## src/rtl/pc_ras_unit.sv

```systemverilog
// pc_ras_unit: fetch-stage program counter with a circular return-address stack.
//
// The next fetch address is chosen by priority:
//   EX redirect > RAS return prediction > ID jump > sequential increment.
// The RAS is a circular buffer. When it is full, a new push overwrites the
// oldest entry.
//
// Ports
//   Clk, Reset_N             clock (rising edge), async active-low reset
//   pcWrite                  1 = advance the PC, 0 = stall
//   redirectValid/Addr       EX-stage redirect; also overrides a stall
//   jumpValid/Addr           ID-stage direct jump or call target
//   callValid, pushAddr      ID call; pushes its return address
//   retValid                 ID return; pops and predicts from the RAS
//   outputAddr               current PC (registered)
//   nextAddr                 next PC (combinational)
//   rasHit                   return predicted from a non-empty RAS (combinational)
//   rasEmpty, rasFull        RAS occupancy flags (registered)
module pc_ras_unit #(
    parameter int               WIDTH        = 16,
    parameter logic [WIDTH-1:0] RESET_VECTOR = '0,
    parameter int               INC          = 1,
    parameter int               RAS_DEPTH    = 4
) (
    input  logic             Clk,
    input  logic             Reset_N,
    input  logic             pcWrite,
    input  logic             redirectValid,
    input  logic [WIDTH-1:0] redirectAddr,
    input  logic             jumpValid,
    input  logic [WIDTH-1:0] jumpAddr,
    input  logic             callValid,
    input  logic [WIDTH-1:0] pushAddr,
    input  logic             retValid,
    output logic [WIDTH-1:0] outputAddr,
    output logic [WIDTH-1:0] nextAddr,
    output logic             rasHit,
    output logic             rasEmpty,
    output logic             rasFull
);
    localparam int PW = $clog2(RAS_DEPTH);
    localparam int CW = $clog2(RAS_DEPTH + 1);

    logic [WIDTH-1:0] pc_q, pc_d;
    logic [PW-1:0]    top_q, top_d;
    logic [CW-1:0]    cnt_q, cnt_d;
    logic             empty_q, empty_d;
    logic             full_q, full_d;
    logic [WIDTH-1:0] ras_q [RAS_DEPTH];
    logic [WIDTH-1:0] ras_d [RAS_DEPTH];

    logic             ret_hit;
    logic             ras_en;
    logic [PW-1:0]    top_inc;

    assign ret_hit = retValid && !empty_q;
    assign top_inc = top_q + PW'(1);
    // A redirect squashes the ID-stage call/return, so the RAS is left alone.
    assign ras_en  = pcWrite && !redirectValid;

    // Next-PC select
    always_comb begin
        if (redirectValid)  nextAddr = redirectAddr;
        else if (ret_hit)   nextAddr = ras_q[top_q];
        else if (jumpValid) nextAddr = jumpAddr;
        else                nextAddr = pc_q + WIDTH'(INC);
    end

    always_comb begin
        pc_d = pc_q;
        if (pcWrite || redirectValid) pc_d = nextAddr;
    end

    // RAS update
    always_comb begin
        ras_d = ras_q;
        top_d = top_q;
        cnt_d = cnt_q;
        if (ras_en) begin
            if (callValid && ret_hit) begin
                // The return consumes the old top, and the call refills that slot.
                ras_d[top_q] = pushAddr;
            end else if (callValid) begin
                ras_d[top_inc] = pushAddr;
                top_d          = top_inc;
                if (cnt_q != CW'(RAS_DEPTH)) cnt_d = cnt_q + CW'(1);
            end else if (ret_hit) begin
                top_d = top_q - PW'(1);
                cnt_d = cnt_q - CW'(1);
            end
        end
        empty_d = (cnt_d == '0);
        full_d  = (cnt_d == CW'(RAS_DEPTH));
    end

    always_ff @(posedge Clk or negedge Reset_N) begin
        if (!Reset_N) begin
            pc_q    <= RESET_VECTOR;
            top_q   <= '0;
            cnt_q   <= '0;
            empty_q <= 1'b1;
            full_q  <= 1'b0;
        end else begin
            pc_q    <= pc_d;
            top_q   <= top_d;
            cnt_q   <= cnt_d;
            empty_q <= empty_d;
            full_q  <= full_d;
        end
    end

    // Entry contents do not matter after reset, so the storage is not reset.
    always_ff @(posedge Clk) begin
        ras_q <= ras_d;
    end

    assign outputAddr = pc_q;
    assign rasHit     = ret_hit;
    assign rasEmpty   = empty_q;
    assign rasFull    = full_q;
endmodule

```

## config.mk

```make
export PLATFORM = sky130hd
export DESIGN_NAME = pc_ras_unit
export DESIGN_NICKNAME = d
export VERILOG_FILES = /design/src/rtl/pc_ras_unit.sv
export SDC_FILE = /design/constraint.sdc
export NUM_CORES = 1
export LEC_CHECK = 0
export CAP_MARGIN = 20
export CORE_ASPECT_RATIO = 1.75
export CORE_MARGIN = 1
export CORE_UTILIZATION = 53
export CTS_CLUSTER_SIZE = 12
export DETAILED_ROUTE_END_ITERATION = 16
export PLACE_DENSITY_LB_ADDON = 0.05
export SLEW_MARGIN = 20
export SYNTH_ARGS = -nofsm -noshare
export SYNTH_HDL_FRONTEND = slang
export SYNTH_SLANG_ARGS = --single-unit
```

## constraint.sdc

```tcl
create_clock -name Clk -period 3.09 [get_ports Clk]
set_clock_uncertainty 0.05 [all_clocks]
set_input_delay 0.4635 -clock Clk [delete_from_list [all_inputs] [get_ports Clk]]
set_output_delay 0.4635 -clock Clk [all_outputs]
set_load 0.05 [all_outputs]
```

==> flow_summary.ini <==
[synthesis]
yosysTopAreaCell = edfxtp_1
netlist_area_um2 = 4870
synth_top_area_frac = 0.395
synth_warnings = 0
syn_nets = 485
seq_area_frac_synth = 0.513
netlist_instances = 420
ys_top_cells_by_area = edfxtp_1 39%, dfrtp_1 11%, nor2b_1 6.8%, mux4_2 6.0%, ha_1 2.6%
avgSynthCellArea_um2 = 11.6
synth_edf_count = 64
ys.flop_type = edfxtp_1
synthArstFlopShare = 0.264
ys_types = 56
synth-seq-cells = 87

[worst_setup_path]
rr_endpoint = ras_q[35]
path_class = flip-flop to output port
critPathCapture = nextAddr[15]
critPathCaptureType = output port
max_stage_delay_ns = 0.45
critPathMaxFanout = 5
r2r_setup_slack_ns = 0.89
r2r.worst_path.cells = 6
cp.required_ns = 2.58
arrival_ns = 2.29
crit_start = outputAddr[11]
path_buf_inv = 1
slowest_stage = dfrtp_1
crit_cells = 6
worstReg2RegStart = rasEmpty
path_cells = nand4_1 -> nor4_1 -> xor2_1 -> or3_1 -> a31o_2 -> buf_4
cp_top_family = simple AND/OR/NAND/NOR gates
crit_path_start_kind = flip-flop

[power_and_ir_drop]
ir_worst_vdd_uv = 512
finalPower_w = 0.00477
p_per_area_nw_per_um2 = 745
p_leak_nw = 2.43

[place]
place_area_um2 = 6110
io_buffers = 89
dp.cells = 623
hpwl_um = 8580
gp_congestion = 0.857

[clock_network]
cts_tree = yes
cts_sinks = 87
cts_max_level = 3
path_clk_slew_ns = 0.06
post_cts_buffers = 0
cts_resized = 0
cts_buffer_depth = 2
insertion_delay_ns = 0.34
ctsRootBufferMaster = clkbuf_16
hold_buffers = 0
cts_made_buffers = 9

[sta]
setup_viol = 0
hold_viol = 0
tns_ns = 0
layout_min_cycle_time_ns = 2.81
slew-limit-headroom = 0.650
fmax_mhz = 356
tightest_slew_ns = 0.524
rsz0062_at_grt = no
slew_viol_final = 0
period_share = 0.909

[floorplanning]
core_um2 = 8780
die_w_um = 74.5
start_util = 0.555
die_area_um2 = 9590
rows = 45
die_h_um = 129
ios = 90

[routing]
drc = 0
viasPerCell = 5.77
first_pass_iters = 4
wirelength_met1_um = 4550
wl_per_cell_um = 18.8
routed-wl-met2_um = 6610
routed-wl-met3_um = 539
num_vias = 3684
ant_nets = 0
routed_wl_um = 12000
drt_iter0_drc = 210
top_layer_used = met4

[global_route]
overflow = 0
grt_usage = 0.267
antenna_found_initial = 0
grt_start_max_net_pins = 33
grt_first_pass_wirelength_um = 18700
grt_pass1_vias = 3812

[job]
maxCapViolCount = 0

[cells_and_area]
areaGrowthSynthToFinish_pct = 31.3
fin_cells = 638
drive_gt1_frac = 0.182
final_cell_area_um2 = 6400
nNetsFinal = 582
fillers = 654
antenna_cells = 0

[hold_path]
hold_path.class = primary input to async pin

[outcome]
status = complete, no violations
worst reg2reg max path, stage by stage (launching register included):
cell      delay, ns
dfstp_2        0.53
nand2b_4       0.19
inv_2          0.23
nand2_2        0.22
mux2i_1        0.26
buf_4          0.26
and2b_1        0.22
through the flow:
stage	hold WS (ns)	setup slack, ns	util
floorplan	0.118	0.0135	-
global placement	0.566	0.370	0.696
detailed placement	0.573	0.312	0.696
CTS	0.446	0.255	0.728
global route	0.484	0.0948	0.728
finish	0.445	0.282	0.728
cells by family (layout without fill, tap and decap cells):
| family | Yosys count | after routing | synth area share |
|---|---|---|---|
| simple gates | 154 | 154 | 0.184 |
| compound gates | 87 | 87 | 0.124 |
| flops | 87 | 87 | 0.513 |
| buf+inv | 40 | 141 | 0.0362 |
| mux | 26 | 26 | 0.0886 |
| xor+xnor | 16 | 16 | 0.0288 |
| fa+ha+maj | 10 | 10 | 0.0257 |
synthesized netlist by cell type (all sizes together), types with 2 or more instances:
| library cell | count |
|---|---|
| edfxtp | 64 |
| nor2b | 53 |
| nor2 | 23 |
| dfrtp | 22 |
| nand2 | 21 |
| a21oi | 19 |
| buf | 16 |
| and2b | 15 |
| inv | 14 |
| mux4 | 13 |
| o21ai | 13 |
| xnor2 | 13 |
| nand3 | 12 |
| clkbuf | 10 |
| ha | 10 |
| nor3 | 8 |
| o31ai | 8 |
| mux2 | 7 |
| a21o | 6 |
| mux2i | 6 |
| a31oi | 5 |
| nand2b | 5 |
| o211ai | 5 |
| o21a | 5 |
| a21boi | 4 |
| a22o | 4 |
| a31o | 4 |
| nand4 | 4 |
| nor4 | 4 |
| xor2 | 3 |
| a2bb2oi | 2 |
| a311oi | 2 |
| a32oi | 2 |
| and2 | 2 |
| and3 | 2 |
| o311ai | 2 |
| or3 | 2 |
worst min path at each step:
stage              startpoint              to  slack, ns  cells after the start
3_3_place_gp   outputAddr[15]  outputAddr[15]       0.57                      2
4_1_cts               Reset_N   outputAddr[4]       0.45                      2
6_report              Reset_N   outputAddr[4]       0.45                      2
2_1_floorplan         Reset_N        cnt_q[0]       0.12                      0
5_1_grt               Reset_N   outputAddr[4]       0.48                      2
3_5_place_dp   outputAddr[10]  outputAddr[10]       0.57                      2
final cells by class:
cell class	count	area (µm²)	area share
flip-flops and latches	87	2500	0.391
repair buffers	112	1200	0.187
clock buffers	9	225	0.0352
inverters	14	52.6	0.00821
multi-input cells	293	2220	0.346
clock inverters	6	62.6	0.00978
well taps	117	146	0.0229
routing by layer:
layer / vias to the layer above / track usage
met5: - / 0
met4: 0 / 0.119
met3: 25 / 0.0384
met2: 135 / 0.486
met1: 1797 / 0.299
li1: 1727 / -
flip-flops by register name, summed over array words and instances, names as in the netlist:
signal / count
cnt_q: 3
rasFull: 1
rasEmpty: 1
top_q: 2
outputAddr: 16
ras_q: 64
cell usage in the layout, fill, tap and decap left out, types with 5 or more instances in the layout:
cell type | synthesis | layout
a31oi_1 | 5 | 5
dfrtp_1 | 22 | 22
mux4_2 | 13 | 13
xnor2_1 | 13 | 13
clkdlybuf4s50_1 | 0 | 72
buf_4 | 2 | 26
mux2i_1 | 6 | 6
and2b_1 | 15 | 15
o21a_1 | 5 | 5
a21oi_1 | 19 | 19
ha_1 | 10 | 10
edfxtp_1 | 64 | 64
inv_1 | 13 | 13
mux2_2 | 7 | 7
a21o_1 | 6 | 6
nor2_1 | 23 | 23
clkbuf_16 | 0 | 9
o211ai_1 | 5 | 5
nand3_1 | 12 | 12
buf_12 | 0 | 14
nor2b_1 | 53 | 53
nand2_1 | 20 | 20
o21ai_0 | 13 | 10
where the power goes:
part	switching [W]	total, W	leakage, nW	internal, W
clock network	0.000443	0.00106	0.145	0.000620
registers	0.000111	0.00157	0.866	0.00146
logic	0.00122	0.00214	1.42	0.000913
total	0.00178	0.00477	2.43	0.00299
Power figures use the tool's default switching activity.
